===== src/rtl/occ_mem_arbiter.sv =====
// -----------------------------------------------------------------------------
// occ_mem_arbiter
//
// Round-robin arbiter that lets NUM_CH channels share one memory read port.
// There is only ever one transaction in flight. The FSM walks IDLE -> FETCH
// -> RESP. An optional one-entry result cache, enabled with the macro
// OCC_ARB_CACHE_EN, answers a repeated address straight from IDLE. Without
// that macro every grant goes through FETCH.
//
// Ports
//   clk          : single clock, rising edge
//   rst_n        : asynchronous active-low reset
//   req_i        : per-channel request, held with its address until granted
//   addr_i       : per-channel address, channel k at [k*ADDR_W +: ADDR_W]
//   gnt_o        : one-hot, one-cycle accept pulse
//   rsp_valid_o  : one-hot, one-cycle response pulse on the granted channel
//   rsp_data_o   : shared response data, held until the next capture
//   rsp_err_o    : high with rsp_valid_o when the fetch timed out
//   mem_ce_o     : memory enable, high for every FETCH cycle
//   mem_addr_o   : latched address of the current transaction
//   mem_data_i   : memory read data
//   mem_valid_i  : qualifies mem_data_i, only observed in FETCH
//   busy_o       : high whenever the FSM is not in IDLE
// -----------------------------------------------------------------------------
module occ_mem_arbiter #(
    parameter int NUM_CH  = 4,
    parameter int ADDR_W  = 8,
    parameter int DATA_W  = 32,
    parameter int TIMEOUT = 15
) (
    input  logic                     clk,
    input  logic                     rst_n,
    input  logic [NUM_CH-1:0]        req_i,
    input  logic [NUM_CH*ADDR_W-1:0] addr_i,
    output logic [NUM_CH-1:0]        gnt_o,
    output logic [NUM_CH-1:0]        rsp_valid_o,
    output logic [DATA_W-1:0]        rsp_data_o,
    output logic                     rsp_err_o,
    output logic                     mem_ce_o,
    output logic [ADDR_W-1:0]        mem_addr_o,
    input  logic [DATA_W-1:0]        mem_data_i,
    input  logic                     mem_valid_i,
    output logic                     busy_o
);

    localparam int CH_W  = (NUM_CH > 1) ? $clog2(NUM_CH) : 1;
    localparam int CNT_W = 8;

    typedef enum logic [1:0] {S_IDLE, S_FETCH, S_RESP} state_t;

    state_t              r_state;
    state_t              w_state_nxt;
    logic [CH_W-1:0]     r_last;
    logic [CNT_W-1:0]    r_cnt;

    logic                w_found;
    logic [CH_W-1:0]     w_sel;
    logic [ADDR_W-1:0]   w_sel_addr;
    logic                w_timeout;
    logic                w_hit;
    logic [DATA_W-1:0]   w_cache_data;

    logic                w_grant;
    logic [NUM_CH-1:0]   w_gnt_nxt;
    logic [NUM_CH-1:0]   w_rsp_vld_nxt;
    logic                w_err_nxt;
    logic                w_data_ld;
    logic [DATA_W-1:0]   w_data_nxt;

    // Channel index 'off' positions after the last granted channel.
    // last+1+off never exceeds 2*NUM_CH-1, so one subtraction is a full modulo.
    function automatic logic [CH_W-1:0] rr_idx(input logic [CH_W-1:0] last, input int off);
        int t;
        t = int'(last) + 1 + off;
        if (t >= NUM_CH) t = t - NUM_CH;
        return t[CH_W-1:0];
    endfunction

    function automatic logic [NUM_CH-1:0] onehot(input logic [CH_W-1:0] idx);
        logic [NUM_CH-1:0] v;
        v      = '0;
        v[idx] = 1'b1;
        return v;
    endfunction

    // Round-robin pick: first requester at or after last_granted+1.
    always_comb begin
        w_found = 1'b0;
        w_sel   = '0;
        for (int i = 0; i < NUM_CH; i++) begin
            if (!w_found && req_i[rr_idx(r_last, i)]) begin
                w_found = 1'b1;
                w_sel   = rr_idx(r_last, i);
            end
        end
    end

    assign w_sel_addr = addr_i[int'(w_sel)*ADDR_W +: ADDR_W];
    assign w_timeout  = (r_cnt == CNT_W'(TIMEOUT - 1));

`ifdef OCC_ARB_CACHE_EN
    logic              r_cache_vld;
    logic [ADDR_W-1:0] r_cache_addr;
    logic [DATA_W-1:0] r_cache_data;

    // Every successful capture refreshes the single entry; a timed-out
    // fetch carries no data, so it never fills the entry.
    always_ff @(posedge clk or negedge rst_n) begin
        if (!rst_n) begin
            r_cache_vld  <= 1'b0;
            r_cache_addr <= '0;
            r_cache_data <= '0;
        end else if (r_state == S_FETCH && mem_valid_i) begin
            r_cache_vld  <= 1'b1;
            r_cache_addr <= mem_addr_o;
            r_cache_data <= mem_data_i;
        end
    end

    assign w_hit        = r_cache_vld && (w_sel_addr == r_cache_addr);
    assign w_cache_data = r_cache_data;
`else
    assign w_hit        = 1'b0;
    assign w_cache_data = '0;
`endif

    // State register
    always_ff @(posedge clk or negedge rst_n) begin
        if (!rst_n) r_state <= S_IDLE;
        else        r_state <= w_state_nxt;
    end

    // Next-state logic
    always_comb begin
        w_state_nxt = r_state;
        case (r_state)
            S_IDLE:  if (w_found) w_state_nxt = w_hit ? S_RESP : S_FETCH;
            S_FETCH: if (mem_valid_i || w_timeout) w_state_nxt = S_RESP;
            S_RESP:  w_state_nxt = S_IDLE;
            default: w_state_nxt = S_IDLE;
        endcase
    end

    // Output logic: next values of the registered outputs.
    // A valid on the last allowed cycle wins over the timeout.
    always_comb begin
        w_grant       = 1'b0;
        w_gnt_nxt     = '0;
        w_rsp_vld_nxt = '0;
        w_err_nxt     = 1'b0;
        w_data_ld     = 1'b0;
        w_data_nxt    = mem_data_i;
        case (r_state)
            S_IDLE: begin
                if (w_found) begin
                    w_grant   = 1'b1;
                    w_gnt_nxt = onehot(w_sel);
                    if (w_hit) begin
                        w_rsp_vld_nxt = onehot(w_sel);
                        w_data_ld     = 1'b1;
                        w_data_nxt    = w_cache_data;
                    end
                end
            end
            S_FETCH: begin
                if (mem_valid_i) begin
                    w_rsp_vld_nxt = onehot(r_last);
                    w_data_ld     = 1'b1;
                end else if (w_timeout) begin
                    w_rsp_vld_nxt = onehot(r_last);
                    w_err_nxt     = 1'b1;
                end
            end
            default: ;
        endcase
    end

    // Output and datapath registers
    always_ff @(posedge clk or negedge rst_n) begin
        if (!rst_n) begin
            gnt_o       <= '0;
            rsp_valid_o <= '0;
            rsp_err_o   <= 1'b0;
            rsp_data_o  <= '0;
            mem_ce_o    <= 1'b0;
            mem_addr_o  <= '0;
            busy_o      <= 1'b0;
            r_cnt       <= '0;
            r_last      <= CH_W'(NUM_CH - 1);
        end else begin
            gnt_o       <= w_gnt_nxt;
            rsp_valid_o <= w_rsp_vld_nxt;
            rsp_err_o   <= w_err_nxt;
            mem_ce_o    <= (w_state_nxt == S_FETCH);
            busy_o      <= (w_state_nxt != S_IDLE);
            if (w_data_ld) rsp_data_o <= w_data_nxt;
            if (w_grant) begin
                r_last     <= w_sel;
                mem_addr_o <= w_sel_addr;
                r_cnt      <= '0;
            end else if (r_state == S_FETCH) begin
                r_cnt <= r_cnt + CNT_W'(1);
            end
        end
    end

endmodule


===== config.mk =====
export PLATFORM = sky130hd
export DESIGN_NAME = occ_mem_arbiter
export DESIGN_NICKNAME = d
export VERILOG_FILES = /design/src/rtl/occ_mem_arbiter.sv
export SDC_FILE = /design/constraint.sdc
export NUM_CORES = 1
export LEC_CHECK = 0
export CAP_MARGIN = 40
export CORE_UTILIZATION = 40
export DETAILED_ROUTE_END_ITERATION = 6
export PLACE_DENSITY = 0.77
export REMOVE_ABC_BUFFERS = 1
export SLEW_MARGIN = 20
export SYNTH_ARGS = -nofsm -noshare
export SYNTH_HDL_FRONTEND = slang
export SYNTH_SLANG_ARGS = --single-unit
export TNS_END_PERCENT = 30

===== constraint.sdc =====
create_clock -name clk -period 2.72 [get_ports clk]
set_clock_uncertainty 0.2 [all_clocks]
set_input_delay 0.544 -clock clk [delete_from_list [all_inputs] [get_ports clk]]
set_output_delay 0.544 -clock clk [all_outputs]
set_load 0.005 [all_outputs]

Yosys cells after proc, flatten, opt, wreduce, memory -nomap -nowiden
Cells that the tools add are included.

word-level totals
  latch bits = 0
  memory bits (writable) = 0
  bits in read-only memories = 0
  register bits after elaboration = 63
  memories kept = 0

cells by class
  $mul = 0
  reductions and logical operators = 12
  mux-type cells = 41
  order comparisons = 12
  bitwise operators = 0
  add/subtract/negate cells = 9
  shift operators = 1
  divide/modulo/power cells = 0
  equal/unequal tests = 3

operator list
  cell                                                                                 count
  32-bit by 6-bit indexed part select with 8-bit output                                1
  2-bit two-way mux                                                                    10
  4-bit two-way mux                                                                    5
  2-bit by 3-bit < comparator with 1-bit output, second input constant                 6
  1-bit two-way mux                                                                    17
  8-bit two-way mux                                                                    2
  4-bit by 3-bit greater-or-equal comparator with 1-bit output, second input constant  3
  3-bit by 2-bit adder with 4-bit output, second input constant                        2
  8-bit by 1-bit adder with 8-bit output, second input constant                        1
  1-bit binary-select mux with 2-bit select                                            4
  8-bit by 4-bit equality test with 1-bit output, second input constant                1
  2-bit by 1-bit subtractor with 2-bit output, second input constant                   4
  1-bit logical AND                                                                    5
  3-bit by 1-bit adder with 4-bit output, second input constant                        1
  1-bit demux with 2-bit select                                                        2
  2-bit by 1-bit equality test with 1-bit output, second input constant                2
  2-bit by 1-bit greater-or-equal comparator with 1-bit output, second input constant  2
  2-bit case mux with 2 select lines                                                   1
  2-bit nonzero test                                                                   2
  2-bit by 1-bit adder with 3-bit output, second input constant                        1
  3-bit greater-or-equal comparator, second input constant                             1
  1-bit logical NOT                                                                    3
  2-bit logical NOT                                                                    1
  1-bit logical OR                                                                     1

Depth between registers and ports, before layout
Gate-level depths: netlist of run 1.

  depth after elaboration = 21
  gate-level depth with buffers = 8

Worst setup path after synthesis of run 1
OpenSTA, ideal clock, no wires.

  kind = reg2reg
  start point = register r_last[0]
  end point = register mem_addr_o[0]
  cell stages (with the launch flop) = 9
  path slack = 0.209 ns
  library setup time = 0.126 ns
  clock period less this slack = 2.511 ns
  data arrival time = 2.185 ns
  path buffers = 1
  cells stage by stage = dfstp_2 -> inv_1 -> ha_1 -> mux2i_1 -> o22a_1 -> buf_6 -> nand2_8 -> mux2_4 -> a221o_1

between the ends
  cells in the longest elaborated chain, start to end = 17
  elaborated cells between the ends (all ways) = 41

RTL lines
  what                                                                             RTL line  RTL
  from (decl)                                                                      53        logic [CH_W-1:0] r_last;
  from (signal assigned)                                                           189       r_last <= CH_W'(NUM_CH - 1);
  from (signal assigned)                                                           198       r_last <= w_sel;
  2-bit by 1-bit adder with 3-bit output *                                         74        t = int'(last) + 1 + off;
  branches (longest 16 deep; another with 3-bit by 1-bit adder with 4-bit output)  n/a
  to (signal assigned)                                                             199       mem_addr_o <= w_sel_addr;
  to (decl)                                                                        40        output logic [ADDR_W-1:0] mem_addr_o,

Mark *: on every way between the ends. The select of a mux whose other input is x is not followed.
A chain may end at the register's enable or synchronous reset.

Worst setup path after layout of run 1
  start point = register r_last[0]
  end point = register mem_addr_o[1]

The elaborated chain is that of the path after synthesis.

==> results of run 1 <==
final timing paths:
kind | start | to | slack (ns) | cells past startpoint
max in group asynchronous | rst_n | rsp_data_o[11] | 1.09 | 3
worst max-delay path | r_last[0] | mem_addr_o[1] | 0.12 | 7
worst max register to register | r_last[0] | mem_addr_o[1] | 0.12 | 7
min in group asynchronous | rst_n | rsp_data_o[0] | 0.50 | 2
worst min-delay path | rsp_data_o[27] | rsp_data_o[27] | 0.31 | 1
worst min register to register | rsp_data_o[27] | rsp_data_o[27] | 0.31 | 1
flip-flops by register name, indices dropped and copies added (netlist names):
name,flops
rsp_err_o,1
rsp_data_o,32
gnt_o,4
r_state,2
busy_o,1
mem_addr_o,8
r_last,2
r_cnt,8
mem_ce_o,1
rsp_valid_o,4
cells by family after synthesis:
kind of cell	after synthesis
buffers and inverters	13
DFF	63
AOI/OAI and AO/OA	39
adders and majority gates	6
muxes	41
and+or+nand+nor	52
xor gates and xnor gates	5
timing repair:
| action | in CTS | in global routing |
|---|---|---|
| endpoints found under the hold margin | 18 | 0 |
| setup buffers | 0 | 0 |
| hold buffers | 1 | 0 |
| setup endpoints to repair | 0 | 6 |
| gates resized for setup | 0 | 1 |
layout make-up:
cell class | count | area, µm² | share of cell area (%)
well taps | 96 | 120 | 2.76
flip-flops and latches | 63 | 1580 | 36.2
inverters | 5 | 18.8 | 0.431
multi-input cells | 143 | 1160 | 26.7
repair buffers | 132 | 1300 | 29.9
clock inverters | 6 | 36.3 | 0.833
clock buffers | 10 | 138 | 3.16
worst register-to-register path, stage by stage (launching register included):
cell     delay (ns)
dfstp_2        0.59
inv_1          0.07
ha_1           0.38
mux2i_1        0.27
o22a_2         0.24
nand2_8        0.11
mux2_4         0.32
a221o_1        0.32
cell usage in the layout, fill, tap and decap left out, drive strengths merged, types with 4 or more instances in the layout:
cell,count
a21oi,12
a221o,8
and2,4
buf,11
clkbuf,10
clkdlybuf4s50,120
clkinv,5
dfrtp,61
ha,6
inv,5
mux2,40
nand2,8
nand3,8
nor2,13
nor3,5
o21ai,11
xor2,5
report_power, final:
part	leakage (nW)	internal, mW	switching, mW
Sequential	0.775	1.34	0.214
Combinational	1.00	1.28	0.790
Clock	0.0918	0.350	0.351
per-layer routing:
layer  up-vias  wire (µm)  GRT usage [%]
li1       1056          -              -
met1      1071       2900           22.7
met2       122       3260           31.1
met3         9        518           5.77
met4         0         95           8.48
met5         -          0              0
==> reports/results.ini, run 1 <==
[detailed_routing]
drc_errors=0
first_pass_iters=5
drt-total-wl_mm=6.78
antenna_left=0
drt-vias-per-instance=4.96
drt_iter0_drc=70
avgRoutedWirePerCell_um=14.9
vias=2258

[logic_synthesis]
synth_warnings=0
synthDistinctLibCells=42
synth_edf_count=0
synth_cells=219
synth_top_area_share_pct=54.4
synth_compound_area_share_pct=9.09
async_reset_ff_share_pct=100
synth_top_family_by_area=multiplexers
ys_seq_elements=63
synth_ff_type=dfrtp_1
synth.most_common_cell=dfrtp_1
synth_mux_area_share_pct=17.5
synth_area_um2=2810
ys_seq_area_share_pct=56.2
yosysTopAreaCell=dfrtp_1
synthAdderAreaFrac_pct=2.67
synth_area_leaders=dfrtp_1, mux2_2, mux2_4, a221o_1, ha_1
avgSynthCellArea_um2=12.8
synth_xor_area_share_pct=1.56
synth_commonest_cells=dfrtp_1, mux2_2, a21oi_1, nor2_1, o21ai_0
synth-simple-area-share_pct=10.5

[sta]
post-route-period-util_pct=95.7
fin_setup_tns_ns=0
setup_slack_ns=0.117
rsz0062_at_grt=no
hold_slack_ns=0.305
final_hold_viol_count=0
setup_violations=0
slew_viol_final=0
worst_pin_slew_ns=0.717
period_needed_ns=2.60
maxSlewHeadroom_pct=52.2
fmax_mhz=384

[worst_setup_path]
worst_setup_path_end_kind=flip-flop
slowest_delay_ns=0.59
critical_path_class=reg -> reg
crit_required_ns=2.73
start_kind=flip-flop
arrival_ns=2.62
path_delay_family=multiplexers
crit_buf_inv=1
worstPathCellList=inv_1, ha_1, mux2i_1, o22a_2, nand2_8, mux2_4, a221o_1
crit_path_top_delay_cell=dfstp_2
critPathMaxFanout=10

[run_status]
status=complete, no violations

[global_route]
grt_usage_pct=18.8
grt-ovfl-total=0
grt_max_degree=33
grt_pass1_wl_mm=10.5
grt_pass1_vias=2240
antenna_found_initial=0

[floorplanning]
coreArea_um2=6790
rows=30
die_h_um=85.8
dieWidth_um=85.8
start_util_pct=41.3
io_pins=122
die_area_um2=7360

[finish]
post-route-util_pct=64.1
fin_cells=455
fin_nets=431
drive_above_1_share_pct=21.4
diodes=0
fillerInstances=533
final_area_um2=4360
area_growth_pct=55.2

[pwr]
ir_drop_uv=422
cellLeakagePower_nw=1.87
powerDensity_nw_per_um2=993
totalPowerFinal_mw=4.33

[clock_tree]
cts.sinks=63
clk-insertion-delay-late_ns=0.33
clk_pin_slew_worst_paths_ns=0.07
clockRootBuffer=clkbuf_8
cts_made_buffers=9
cts_tree=done
cts_max_level=3
ctsLongestPathBuffers=2

[flow_run]
maxCapViolations=0

[placement]
dp.cells=438
pre_cts_ws_ns=0.0500
place_hpwl_mm=5.05
place.gp.congestion=0.811
portBuffers=121
dpl-instance-area_um2=4170

[min_path]
worstHoldPathType=reg -> reg

Power figures use the tool's default switching activity.
==> run 2, diff against run 1 <==
--- a/config.mk
+++ b/config.mk
@@ -7,7 +7,9 @@
 export LEC_CHECK = 0
 export CAP_MARGIN = 40
 export CORE_UTILIZATION = 40
+export CTS_CLUSTER_DIAMETER = 80
 export DETAILED_ROUTE_END_ITERATION = 6
+export MAX_ROUTING_LAYER = met4
 export PLACE_DENSITY = 0.77
 export REMOVE_ABC_BUFFERS = 1
 export SLEW_MARGIN = 20
==> reports/results.ini, run 2 (synthesis results as in run 1) <==
[floorplanning]
die_area_um2=7360  ; unchanged
rows=30  ; unchanged
start_util_pct=41.3  ; unchanged
io_pins=122  ; unchanged
dieWidth_um=85.8  ; unchanged
die_h_um=85.8  ; unchanged
coreArea_um2=6790  ; unchanged

[finish]
fillerInstances=533  ; unchanged
top_regs=rsp_data_o x32, mem_addr_o x8, r_cnt x8  ; unchanged
area_growth_pct=55.2  ; unchanged
largest_register=rsp_data_o  ; unchanged
drive_above_1_share_pct=21.4  ; unchanged
post-route-util_pct=64.1  ; unchanged
diodes=0  ; unchanged
fin_cells=455  ; unchanged
final_area_um2=4360  ; unchanged
fin_nets=431  ; unchanged
largest_reg_flops=32  ; unchanged
final_cell_mix=clkdlybuf4s50_1, dfrtp_1, mux2_2, nor2_1, a21oi_1  ; unchanged
layout_commonest_cell=clkdlybuf4s50_1  ; unchanged

[worst_setup_path]
slowest_delay_ns=0.59  ; about the same
crit_path_top_delay_cell=dfstp_2  ; unchanged
worst_setup_path_end_kind=flip-flop  ; unchanged
worstPathCellList=inv_1, ha_1, mux2i_1, o22a_2, nand2_8, mux2_4, a221o_1  ; unchanged
arrival_ns=2.61  ; was 2.62 ns
start_kind=flip-flop  ; unchanged
critPathMaxFanout=10  ; unchanged
crit_required_ns=2.74  ; was 2.73 ns
critical_path_class=reg -> reg  ; unchanged

[clock_tree]
ctsLongestPathBuffers=2  ; unchanged
cts_made_buffers=9  ; unchanged
cts_max_level=3  ; unchanged
cts.sinks=63  ; unchanged
cts_tree=done  ; unchanged
clk_pin_slew_worst_paths_ns=0.07  ; about the same
clk-insertion-delay-late_ns=0.33  ; about the same
clockRootBuffer=clkbuf_8  ; unchanged

[sta]
setup_slack_ns=0.120  ; was 0.117 ns
setup_violations=0  ; unchanged
post-route-period-util_pct=95.6  ; was 95.7%
maxSlewHeadroom_pct=51.3  ; was 52.2%
rsz0062_at_grt=no  ; unchanged
slew_viol_final=0  ; unchanged
period_needed_ns=2.60  ; about the same
worst_pin_slew_ns=0.731  ; was 0.717 ns
fin_setup_tns_ns=0  ; unchanged
final_hold_viol_count=0  ; unchanged
fmax_mhz=385  ; was 384 MHz

[detailed_routing]
avgRoutedWirePerCell_um=14.8  ; was 14.9 µm
first_pass_iters=5  ; unchanged
drt_iter0_drc=82  ; was 70
antenna_left=0  ; unchanged
drt-total-wl_mm=6.75  ; was 6.78 mm
drt-vias-per-instance=4.92  ; was 4.96
vias=2240  ; was 2258
drc_errors=0  ; unchanged

[placement]
dp.cells=438  ; unchanged
portBuffers=121  ; unchanged
dpl-instance-area_um2=4170  ; unchanged
pre_cts_ws_ns=0.0500  ; unchanged
place_hpwl_mm=5.05  ; unchanged
place.gp.congestion=0.823  ; was 0.811

[global_route]
grt-ovfl-total=0  ; unchanged
grt_pass1_vias=2238  ; was 2240
antenna_found_initial=0  ; unchanged
grt_usage_pct=19.4  ; was 18.8%
grt_pass1_wl_mm=10.5  ; about the same
grt_max_degree=33  ; unchanged

[flow_run]
maxCapViolations=0  ; unchanged

[pwr]
powerDensity_nw_per_um2=992  ; was 993 nW/µm²
cellLeakagePower_nw=1.87  ; unchanged
ir_drop_uv=421  ; was 422 µV

[min_path]
worstHoldPathType=reg -> reg  ; unchanged

[run_status]
status=complete, no violations  ; unchanged

run 2: repair_timing:
action / CTS / global route
hold buffers: 1 / 0
setup endpoints to repair: 0 / 6
buffers inserted: 0 / 0
resized for setup: 0 / 1
hold endpoints to repair: 18 / 0
run 2: per-layer routing:
layer  share of wire, %  track usage (%)  up-vias  routed length [µm]
met4                1.4             8.48        0                  95
met2                 49             31.3      117                3280
li1                   -                -     1056                   -
met1                 42             22.7     1060                2870
met5                  0                -        -                   0
met3                7.6             5.49        7                 510
run 2: report_power, final:
| group | internal [mW] | switching, mW |
|---|---|---|
| combinational | 1.28 | 0.787 |
| sequential | 1.34 | 0.211 |
| clock | 0.350 | 0.353 |
| total | 2.97 | 1.35 |
run 2: final timing paths:
| check | start | to | slack, ns | cells after the start |
|---|---|---|---|---|
| min | rsp_data_o[27] | rsp_data_o[27] | 0.31 | 1 |
| max reg2reg | r_last[0] | mem_addr_o[1] | 0.12 | 7 |
| max in group asynchronous | rst_n | rsp_data_o[11] | 1.09 | 3 |
| max | r_last[0] | mem_addr_o[1] | 0.12 | 7 |
| min in group asynchronous | rst_n | rsp_data_o[0] | 0.50 | 2 |
| min reg2reg | rsp_data_o[27] | rsp_data_o[27] | 0.31 | 1 |
run 2: stage by stage:
stage / power, mW / hold slack [ns]
final: 4.32 / 0.305
after global routing: 4.60 / 0.314
after CTS: 4.37 / 0.307
after detailed placement: 3.65 / 0.291
after global placement: 3.57 / 0.285
after floorplan: 2.51 / 0.0484
run 2: cell type report:
class | count | area, µm² | share of cell area [%]
well taps | 96 | 120 | 2.76
clock inverters | 6 | 36.3 | 0.833
repair buffers | 132 | 1300 | 29.9
inverters | 5 | 18.8 | 0.431
multi-input cells | 143 | 1160 | 26.7
clock buffers | 10 | 138 | 3.16
flip-flops and latches | 63 | 1580 | 36.2
run 2: critical path: cells and delay by family, from the launching register on:
kind,cells,cell delay [ns]
buffers and inverters,1,0.07
flip-flops,1,0.59
AND/OR/NAND/NOR,1,0.10
AO/OA/AOI/OAI,2,0.56
multiplexers,2,0.59
adder cells (fa/ha/maj),1,0.38
